--- config.mk ---
export PLATFORM = sky130hd
export DESIGN_NAME = uart_tx_cfg
export DESIGN_NICKNAME = d
export VERILOG_FILES = /design/src/rtl/uart_tx_cfg.sv
export SDC_FILE = /design/constraint.sdc
export NUM_CORES = 1
export LEC_CHECK = 0
export BUFFER_PORTS_ARGS = -buffer_cell sky130_fd_sc_hd__buf_4
export CAP_MARGIN = 20
export CORE_ASPECT_RATIO = 0.6
export CORE_MARGIN = 2
export CORE_UTILIZATION = 35
export CTS_CLUSTER_SIZE = 14
export DETAILED_ROUTE_END_ITERATION = 8
export SYNTH_ARGS = -nofsm -noshare
export SYNTH_HDL_FRONTEND = slang
export SYNTH_SLANG_ARGS = --single-unit
export TNS_END_PERCENT = 50
--- constraint.sdc ---
create_clock -name clock -period 2.8 [get_ports clock]
set_input_delay 0 -clock clock [delete_from_list [all_inputs] [get_ports clock]]
set_output_delay 0 -clock clock [all_outputs]
set_load 0.01 [all_outputs]
--- src/rtl/uart_tx_cfg.sv ---
// uart_tx_cfg -- parameterised UART transmitter with a small transmit queue.
//
// Frame: start(0), DATA_BITS data LSB first, optional parity, STOP_BITS ones.
// Every bit cell lasts BAUD_TICKS = CLOCK_FREQ/BAUDRATE clocks.
//
// Build option: define UART_TX_FIFO_EN to get a FIFO_DEPTH-entry FIFO in
// front of the shifter. Without it the queue is a single holding register,
// fifo_count saturates at 1 and FIFO_DEPTH only sizes the fifo_count port.
//
// Timing: the line outputs (tx, tx_busy) are registered from the FSM state,
// so they trail the state by one clock. A word accepted into an idle block
// is popped on the next edge and appears as a start bit one edge later.
module uart_tx_cfg #(
    parameter int CLOCK_FREQ = 27000000,
    parameter int BAUDRATE   = 115200,
    parameter int DATA_BITS  = 8,
    parameter int PARITY     = 0,
    parameter int STOP_BITS  = 1,
    parameter int FIFO_DEPTH = 4
) (
    input  logic                            clock,
    input  logic                            reset,
    input  logic                            tx_valid,
    input  logic [DATA_BITS-1:0]            data_in,
    output logic                            tx_ready,
    output logic                            tx,
    output logic                            tx_busy,
    output logic [$clog2(FIFO_DEPTH):0]     fifo_count
);

    localparam int BAUD_TICKS = CLOCK_FREQ / BAUDRATE;
    localparam int TW         = (BAUD_TICKS > 1) ? $clog2(BAUD_TICKS) : 1;
    localparam int CW         = $clog2(FIFO_DEPTH) + 1;
    localparam int BW         = 4;

    typedef enum logic [2:0] {
        ST_IDLE,
        ST_START,
        ST_DATA,
        ST_PARITY,
        ST_STOP
    } state_t;

    state_t                 r_state;
    logic [TW-1:0]          r_tick;
    logic [BW-1:0]          r_bit;
    logic [DATA_BITS-1:0]   r_shift;
    logic                   r_par;
    logic                   r_tx;
    logic                   r_busy;
    logic [CW-1:0]          r_count;

    logic                   w_full;
    logic                   w_empty;
    logic                   w_push;
    logic                   w_pop;
    logic                   w_cell_end;
    logic                   w_frame_end;
    logic                   w_line;
    logic [DATA_BITS-1:0]   w_head;

    assign w_empty     = (r_count == '0);
    assign w_push      = tx_valid && !w_full;
    assign w_cell_end  = (r_tick == TW'(BAUD_TICKS - 1));
    assign w_frame_end = (r_state == ST_STOP) && w_cell_end &&
                         (r_bit == BW'(STOP_BITS - 1));
    // Pop either from idle or exactly at the end of the last stop cell, so
    // queued words go out back-to-back with no idle cell in between.
    assign w_pop       = !w_empty && ((r_state == ST_IDLE) || w_frame_end);

    assign tx_ready    = !w_full;
    assign fifo_count  = r_count;
    assign tx          = r_tx;
    assign tx_busy     = r_busy;

`ifdef UART_TX_FIFO_EN
    localparam int PW = $clog2(FIFO_DEPTH);

    logic [DATA_BITS-1:0]   r_mem [FIFO_DEPTH];
    logic [PW-1:0]          r_wr_ptr;
    logic [PW-1:0]          r_rd_ptr;

    assign w_full = (r_count == CW'(FIFO_DEPTH));
    assign w_head = r_mem[r_rd_ptr];

    // FIFO storage: written on push, no reset needed for the data itself
    always_ff @(posedge clock) begin
        if (w_push)
            r_mem[r_wr_ptr] <= data_in;
    end

    // FIFO pointers; power-of-two depth makes the wrap a plain overflow
    always_ff @(posedge clock) begin
        if (reset) begin
            r_wr_ptr <= '0;
            r_rd_ptr <= '0;
        end else begin
            if (w_push)
                r_wr_ptr <= r_wr_ptr + 1'b1;
            if (w_pop)
                r_rd_ptr <= r_rd_ptr + 1'b1;
        end
    end
`else
    logic [DATA_BITS-1:0]   r_hold;

    assign w_full = !w_empty;
    assign w_head = r_hold;

    // single holding register; only written while empty
    always_ff @(posedge clock) begin
        if (w_push)
            r_hold <= data_in;
    end
`endif

    // occupancy: simultaneous push and pop leaves it unchanged
    always_ff @(posedge clock) begin
        if (reset) begin
            r_count <= '0;
        end else begin
            case ({w_push, w_pop})
                2'b10:   r_count <= r_count + 1'b1;
                2'b01:   r_count <= r_count - 1'b1;
                default: r_count <= r_count;
            endcase
        end
    end

    // value the line should carry for the current FSM state
    always_comb begin
        w_line = 1'b1;
        case (r_state)
            ST_START:  w_line = 1'b0;
            ST_DATA:   w_line = r_shift[0];
            ST_PARITY: w_line = r_par;
            default:   w_line = 1'b1;
        endcase
    end

    // frame FSM with bit-cell timer; line outputs registered one clock behind
    always_ff @(posedge clock) begin
        if (reset) begin
            r_state <= ST_IDLE;
            r_tick  <= '0;
            r_bit   <= '0;
            r_shift <= '0;
            r_par   <= 1'b0;
            r_tx    <= 1'b1;
            r_busy  <= 1'b0;
        end else begin
            r_tx   <= w_line;
            r_busy <= (r_state != ST_IDLE);
            if (r_state == ST_IDLE) begin
                if (w_pop) begin
                    // latch the word so data_in may change freely afterwards
                    r_shift <= w_head;
                    r_par   <= (PARITY == 1) ? ~^w_head : ^w_head;
                    r_tick  <= '0;
                    r_bit   <= '0;
                    r_state <= ST_START;
                end
            end else if (!w_cell_end) begin
                r_tick <= r_tick + 1'b1;
            end else begin
                r_tick <= '0;
                case (r_state)
                    ST_START: begin
                        r_bit   <= '0;
                        r_state <= ST_DATA;
                    end
                    ST_DATA: begin
                        r_shift <= r_shift >> 1;
                        if (r_bit == BW'(DATA_BITS - 1)) begin
                            r_bit   <= '0;
                            r_state <= (PARITY != 0) ? ST_PARITY : ST_STOP;
                        end else begin
                            r_bit <= r_bit + 1'b1;
                        end
                    end
                    ST_PARITY: begin
                        r_bit   <= '0;
                        r_state <= ST_STOP;
                    end
                    ST_STOP: begin
                        if (r_bit == BW'(STOP_BITS - 1)) begin
                            r_bit <= '0;
                            if (w_pop) begin
                                r_shift <= w_head;
                                r_par   <= (PARITY == 1) ? ~^w_head : ^w_head;
                                r_state <= ST_START;
                            end else begin
                                r_state <= ST_IDLE;
                            end
                        end else begin
                            r_bit <= r_bit + 1'b1;
                        end
                    end
                    default: r_state <= ST_IDLE;
                endcase
            end
        end
    end

endmodule
# Yosys cells after proc, flatten, opt, wreduce, memory -nomap -nowiden
# Index checks and enable logic that the tools add are counted.
classes:
  mux: 28
  n_eq_ne: 11
  reduce_logical: 22
  add_sub_neg: 4
op_table:
  columns: ["cell", "n"]
  rows:
  - ["2-to-1 mux 8 bit", 7]
  - ["2-to-1 mux 4 bit", 5]
  - ["case mux 8 bit (2 select lines)", 1]
  - ["2-to-1 mux 3 bit", 5]
  - ["case mux 3 bit (4 select lines)", 1]
  - ["case mux 4 bit (3 select lines)", 1]
  - ["AND reduction 3 bit", 3]
  - ["adder 8 x 1 -> 8 bit, second input constant", 1]
  - ["equality test 8 bit, second input constant", 1]
  - ["nonzero test 2 bit", 4]
  - ["parity 8 bit", 1]
  - ["equality test 3 x 2 -> 1 bit, second input constant", 2]
  - ["zero test 3 bit", 2]
  - ["2-to-1 mux 1 bit", 6]
  - ["case mux 3 bit (2 select lines)", 1]
  - ["nonzero test 3 bit", 2]
  - ["adder 4 x 1 -> 4 bit, second input constant", 1]
  - ["equality test 4 x 3 -> 1 bit, second input constant", 1]
  - ["logical AND 1 bit", 4]
  - ["zero test 4 bit", 1]
  - ["AND reduction 4 bit", 1]
  - ["nonzero test 4 bit", 1]
  - ["adder 3 x 1 -> 3 bit, second input constant", 1]
  - ["equality test 3 x 1 -> 1 bit, second input constant", 1]
  - ["other kinds (11)", 11]
word_totals:
  input_bits: 11
  ff_bits: 37
  out_inout_bits: 6

# Depth between registers and ports, before layout
depth:
  ltp_word: 10
  depth_mapped: 12
  depth_no_buf: 12

# Worst setup path after synthesis
# No wires, ideal clock.
synth_path:
  path_kind: "register -> register"
  startpoint: "reg r_bit[0]"
  endpoint: "reg r_count[2], in the netlist fifo_count[2]"
  required_ps: 2729
  stages_incl_launch_ff: 13
  path_slack_ps: -14
  arrival_time_ps: 2744
  path_cell_list: "dfxtp_1 -> inv_1 -> ha_1 -> or3b_1 -> o31a_1 -> nand2b_1 -> inv_2 -> ha_1 -> inv_1 -> fa_1 -> xor2_1 -> or3_1 -> a21oi_1"
synth_between:
  elab_chain_len: 6
  elab_cells_between_ends: 8
  classes_between: "eq/ne: 2; mux: 1; reduce/logical: 5"
synth_rtl:
  columns: ["element", "line_no", "text"]
  rows:
  - ["start: declaration", "46", "logic [BW-1:0] r_bit;"]
  - ["start signal: assignment", "178", "r_bit <= r_bit + 1'b1;"]
  - ["start signal: assignment", "196", "r_bit <= r_bit + 1'b1;"]
  - ["zero test 4 bit *", "66", "(r_bit == BW'(STOP_BITS - 1));"]
  - ["logical AND 1 bit *", "65", "assign w_frame_end = (r_state == ST_STOP) && w_cell_end &&"]
  - ["logical OR 1 bit *", "69", "assign w_pop = !w_empty && ((r_state == ST_IDLE) || w_frame_end);"]
  - ["logical AND 1 bit *", "69", null]
  - ["equality test 2 x 1 -> 1 bit or equality test 2 bit (tied branches)", "122", "case ({w_push, w_pop})"]
  - ["case mux 3 bit (2 select lines) or nonzero test 2 bit (tied branches)", null, null]
  - ["end signal: assignment", "123", "2'b10: r_count <= r_count + 1'b1;"]
  - ["end signal: assignment", "124", "2'b01: r_count <= r_count - 1'b1;"]
  - ["end signal: assignment", "125", "default: r_count <= r_count;"]
  - ["end: declaration", "51", "logic [CW-1:0] r_count;"]
# Every way passes the cells marked *; elsewhere a longest branch is shown, timed or not.
# A chain may end at the register's enable or synchronous reset.

# Final worst setup path
# Ends and elaborated chain as after synthesis.

==> impl_metrics.json <==
{
  "synth-async-reset-ratio_pct": 0,
  "setup_slack_ns": 0.119,
  "max-clock-path-buffers": 2,
  "hold_ws_ns": 0.0936,
  "detail_route.first_pass.iterations": 4,
  "antenna_found_initial": 0,
  "detail_route.drc_violations": 0,
  "max_cap_viols": 0,
  "number_of_flops_mapped_to_enable_cells_by_yosys": 8,
  "data_arrival_time_at_the_worst_slack_endpoint_ns": 2.91,
  "totalPowerFinal_uw": 2180,
  "drt-wirelength-per-cell_um": 14.0,
  "dieHeight_um": 61.5,
  "route.vias.total": 1656,
  "timing.hold.worst.start": "reset",
  "synthesis.area_um2": 1930,
  "die_area_um2": 6150,
  "grt_setup_unrepaired": "no",
  "ant_nets": 0,
  "drt_iter0_drc": 56,
  "worstSetupStartpoint": "r_bit[0]",
  "yosysUniqueCellTypes": 54,
  "run_status": "finished, final reports clean",
  "pre_cts_ws_ns": 0.000872,
  "netlist_instances": 214,
  "worst_vdd_rail_ir_drop_mv": 0.390,
  "max_freq_mhz": 373,
  "grt.total_usage_pct": 15.4,
  "syn_area_per_cell_um2": 9.03,
  "htree_num_levels": 2,
  "critical_path_class": "reg -> reg",
  "chipWidth_um": 99.9,
  "routabilityCongestion": 0.783,
  "floorplan.io_pins": 17,
  "areaGrowthSynthToFinish_pct": 22.4,
  "detail_route.vias_per_cell": 5.29,
  "cp-end-kind": "register",
  "timing.clock.skew_ns": 0.00312,
  "setup_viol": 0,
  "fp-row-count": 20,
  "cts.reportedPaths.clkPinSlew_ns": 0.08,
  "required_ns": 3.03,
  "synth.largest_area_cell": "sky130_fd_sc_hd__dfxtp_1",
  "clock-root-buffer": "sky130_fd_sc_hd__clkbuf_8",
  "most_frequent_cell_after_synthesis": "sky130_fd_sc_hd__dfxtp_1",
  "wl_met2_mm": 1.72,
  "reg2reg_start": "r_bit[0]",
  "place_area_um2": 2180,
  "critical_path.max_fanout": 6,
  "slew_violations": 0,
  "place.port_buffers": 16,
  "worst_hold_path_type": "in -> reg",
  "postRouteWirelength_mm": 4.38,
  "tritoncts": "built",
  "grt_start_max_net_pins": 31,
  "initial_standard_cell_utilization_of_the_core_pct": 37.3,
  "timing.critical_path.from_type": "register",
  "hold_viol_final": 0,
  "top_layer": "met4",
  "synth-main-ff-cell": "sky130_fd_sc_hd__dfxtp_1",
  "layout-drive-gt1-share_pct": 19.0,
  "ys_seq_area_share_pct": 42.5,
  "maxSlewHeadroom_pct": 50.0,
  "leakagePower_uw": 0.000906,
  "first_global_vias": 1483,
  "routed_length_on_met1_mm": 2.42,
  "antenna_cells": 0,
  "post-route-min-period_ns": 2.68,
  "synth_common_cells": "sky130_fd_sc_hd__dfxtp_1 (29), sky130_fd_sc_hd__nor2_1 (24), sky130_fd_sc_hd__a21oi_1 (16)",
  "wl_met3_um": 229,
  "yosys.area.top_type_share_pct": 30.1,
  "clock_buffers_created_by_tritoncts": 5,
  "cts.sinks": 37,
  "setup_tns_ns": 0,
  "num-nets-final": 263,
  "place.detailed.hpwl_mm": 3.09,
  "worst_skew_pair.late_latency_ns": 0.29,
  "overflow": 0,
  "design_area_um2": 2360,
  "core_area_um2": 5180,
  "fin_crit_sh_pct": 95.8,
  "synth-warning-count": 0,
  "grt_pass1_wl_mm": 7.33,
  "mappedNetlistNets": 231,
  "power_density_nw_per_um2": 923,
  "tightestPinTransition_ns": 0.745,
  "dominant_cells_by_area_after_synthesis": "sky130_fd_sc_hd__dfxtp_1 (30%), sky130_fd_sc_hd__edfxtp_1 (12%), sky130_fd_sc_hd__nor2_1 (4.7%)",
  "yosys_register_bits": 37
}
what timing repair did:
item                                    4_1_cts  5_1_grt
endpoints found under the hold margin         8        0
hold buffers                                  8        0
buffers inserted                              0        1
gates resized for setup                       2        4
pin swaps                                     0        1
endpoints found under the setup margin        1        1
gates cloned                                  0        0
path summary, 6_finish.rpt:
kind | to | slack (ns) | cells past startpoint
max | fifo_count[2] | 0.12 | 12
max reg2reg | fifo_count[2] | 0.12 | 12
min | r_bit[1] | 0.09 | 2
min reg2reg | r_shift[2] | 0.49 | 2
registers in the layout, indices dropped and copies added, names as in the netlist:
register    flops
r_shift         8
tx_busy         1
fifo_count      3
r_tick          8
tx              1
r_state         3
r_hold          8
r_bit           4
r_par           1
cell type report:
| class | count | area [um2] |
|---|---|---|
| inverters | 11 | 43.8 |
| clock buffers | 5 | 68.8 |
| repair buffers | 35 | 283 |
| clock inverters | 3 | 17.5 |
| flip-flops and latches | 37 | 826 |
| multi-input cells | 156 | 1040 |
| well taps | 66 | 82.6 |
| fillers | 491 | 2820 |
logic make-up (layout without fill, tap and decap cells):
kind of cell,Yosys count,in the layout,share of synthesized area (%)
XOR/XNOR,9,9,4.08
buffers and inverters,21,54,4.14
flip-flops,37,37,42.5
AO/OA/AOI/OAI,60,60,21.2
AND/OR/NAND/NOR,74,74,20.1
adder cells (fa/ha/maj),6,6,4.27
multiplexers,7,7,3.69
metrics by stage:
stage	util [%]	instances
global route	45.7	313
finish	45.7	313
global placement	42.1	296
floorplan	-	214
detailed placement	42.1	296
CTS	45.3	312
critical path: stages (launching register included):
cell                       delay [ns]
sky130_fd_sc_hd__dfxtp_4         0.37
sky130_fd_sc_hd__inv_1           0.06
sky130_fd_sc_hd__ha_1            0.13
sky130_fd_sc_hd__or3b_4          0.38
sky130_fd_sc_hd__o31a_1          0.27
sky130_fd_sc_hd__nand2b_4        0.17
sky130_fd_sc_hd__inv_4           0.07
sky130_fd_sc_hd__ha_2            0.17
sky130_fd_sc_hd__inv_1           0.05
sky130_fd_sc_hd__fa_1            0.36
sky130_fd_sc_hd__xor2_1          0.16
sky130_fd_sc_hd__or3_1           0.30
sky130_fd_sc_hd__a21oi_1         0.14
power by group:
| group | switching [uW] | total [uW] | internal [uW] | leakage [uW] |
|---|---|---|---|---|
| Clock | 200 | 372 | 172 | 0.0000439 |
| Sequential | 95.8 | 779 | 683 | 0.000314 |
| Combinational | 593 | 1030 | 440 | 0.000548 |
| Total | 889 | 2180 | 1290 | 0.000906 |
per-layer routing:
metal	up-vias	GRT usage, %
met5	-	0
met4	0	3.52
met3	2	4.20
met2	38	21.4
met1	775	23.5
li1	841	-
cell usage in the layout (no fill, tap or decap), types with 3 or more instances in the layout:
cell	n
sky130_fd_sc_hd__buf_4	27
sky130_fd_sc_hd__dfxtp_1	27
sky130_fd_sc_hd__nand3_1	4
sky130_fd_sc_hd__nand2_1	14
sky130_fd_sc_hd__a311oi_1	4
sky130_fd_sc_hd__dlygate4sd3_1	8
sky130_fd_sc_hd__o31ai_1	6
sky130_fd_sc_hd__nor2_1	24
sky130_fd_sc_hd__mux2i_1	6
sky130_fd_sc_hd__edfxtp_1	8
sky130_fd_sc_hd__inv_1	10
sky130_fd_sc_hd__o2111ai_1	3
sky130_fd_sc_hd__o21ai_0	12
sky130_fd_sc_hd__xnor2_1	7
sky130_fd_sc_hd__and3_1	3
sky130_fd_sc_hd__nor3_1	5
sky130_fd_sc_hd__a21oi_1	16
sky130_fd_sc_hd__clkbuf_8	5
sky130_fd_sc_hd__ha_1	4
sky130_fd_sc_hd__nand3b_1	3
Power figures use the tool's default switching activity.
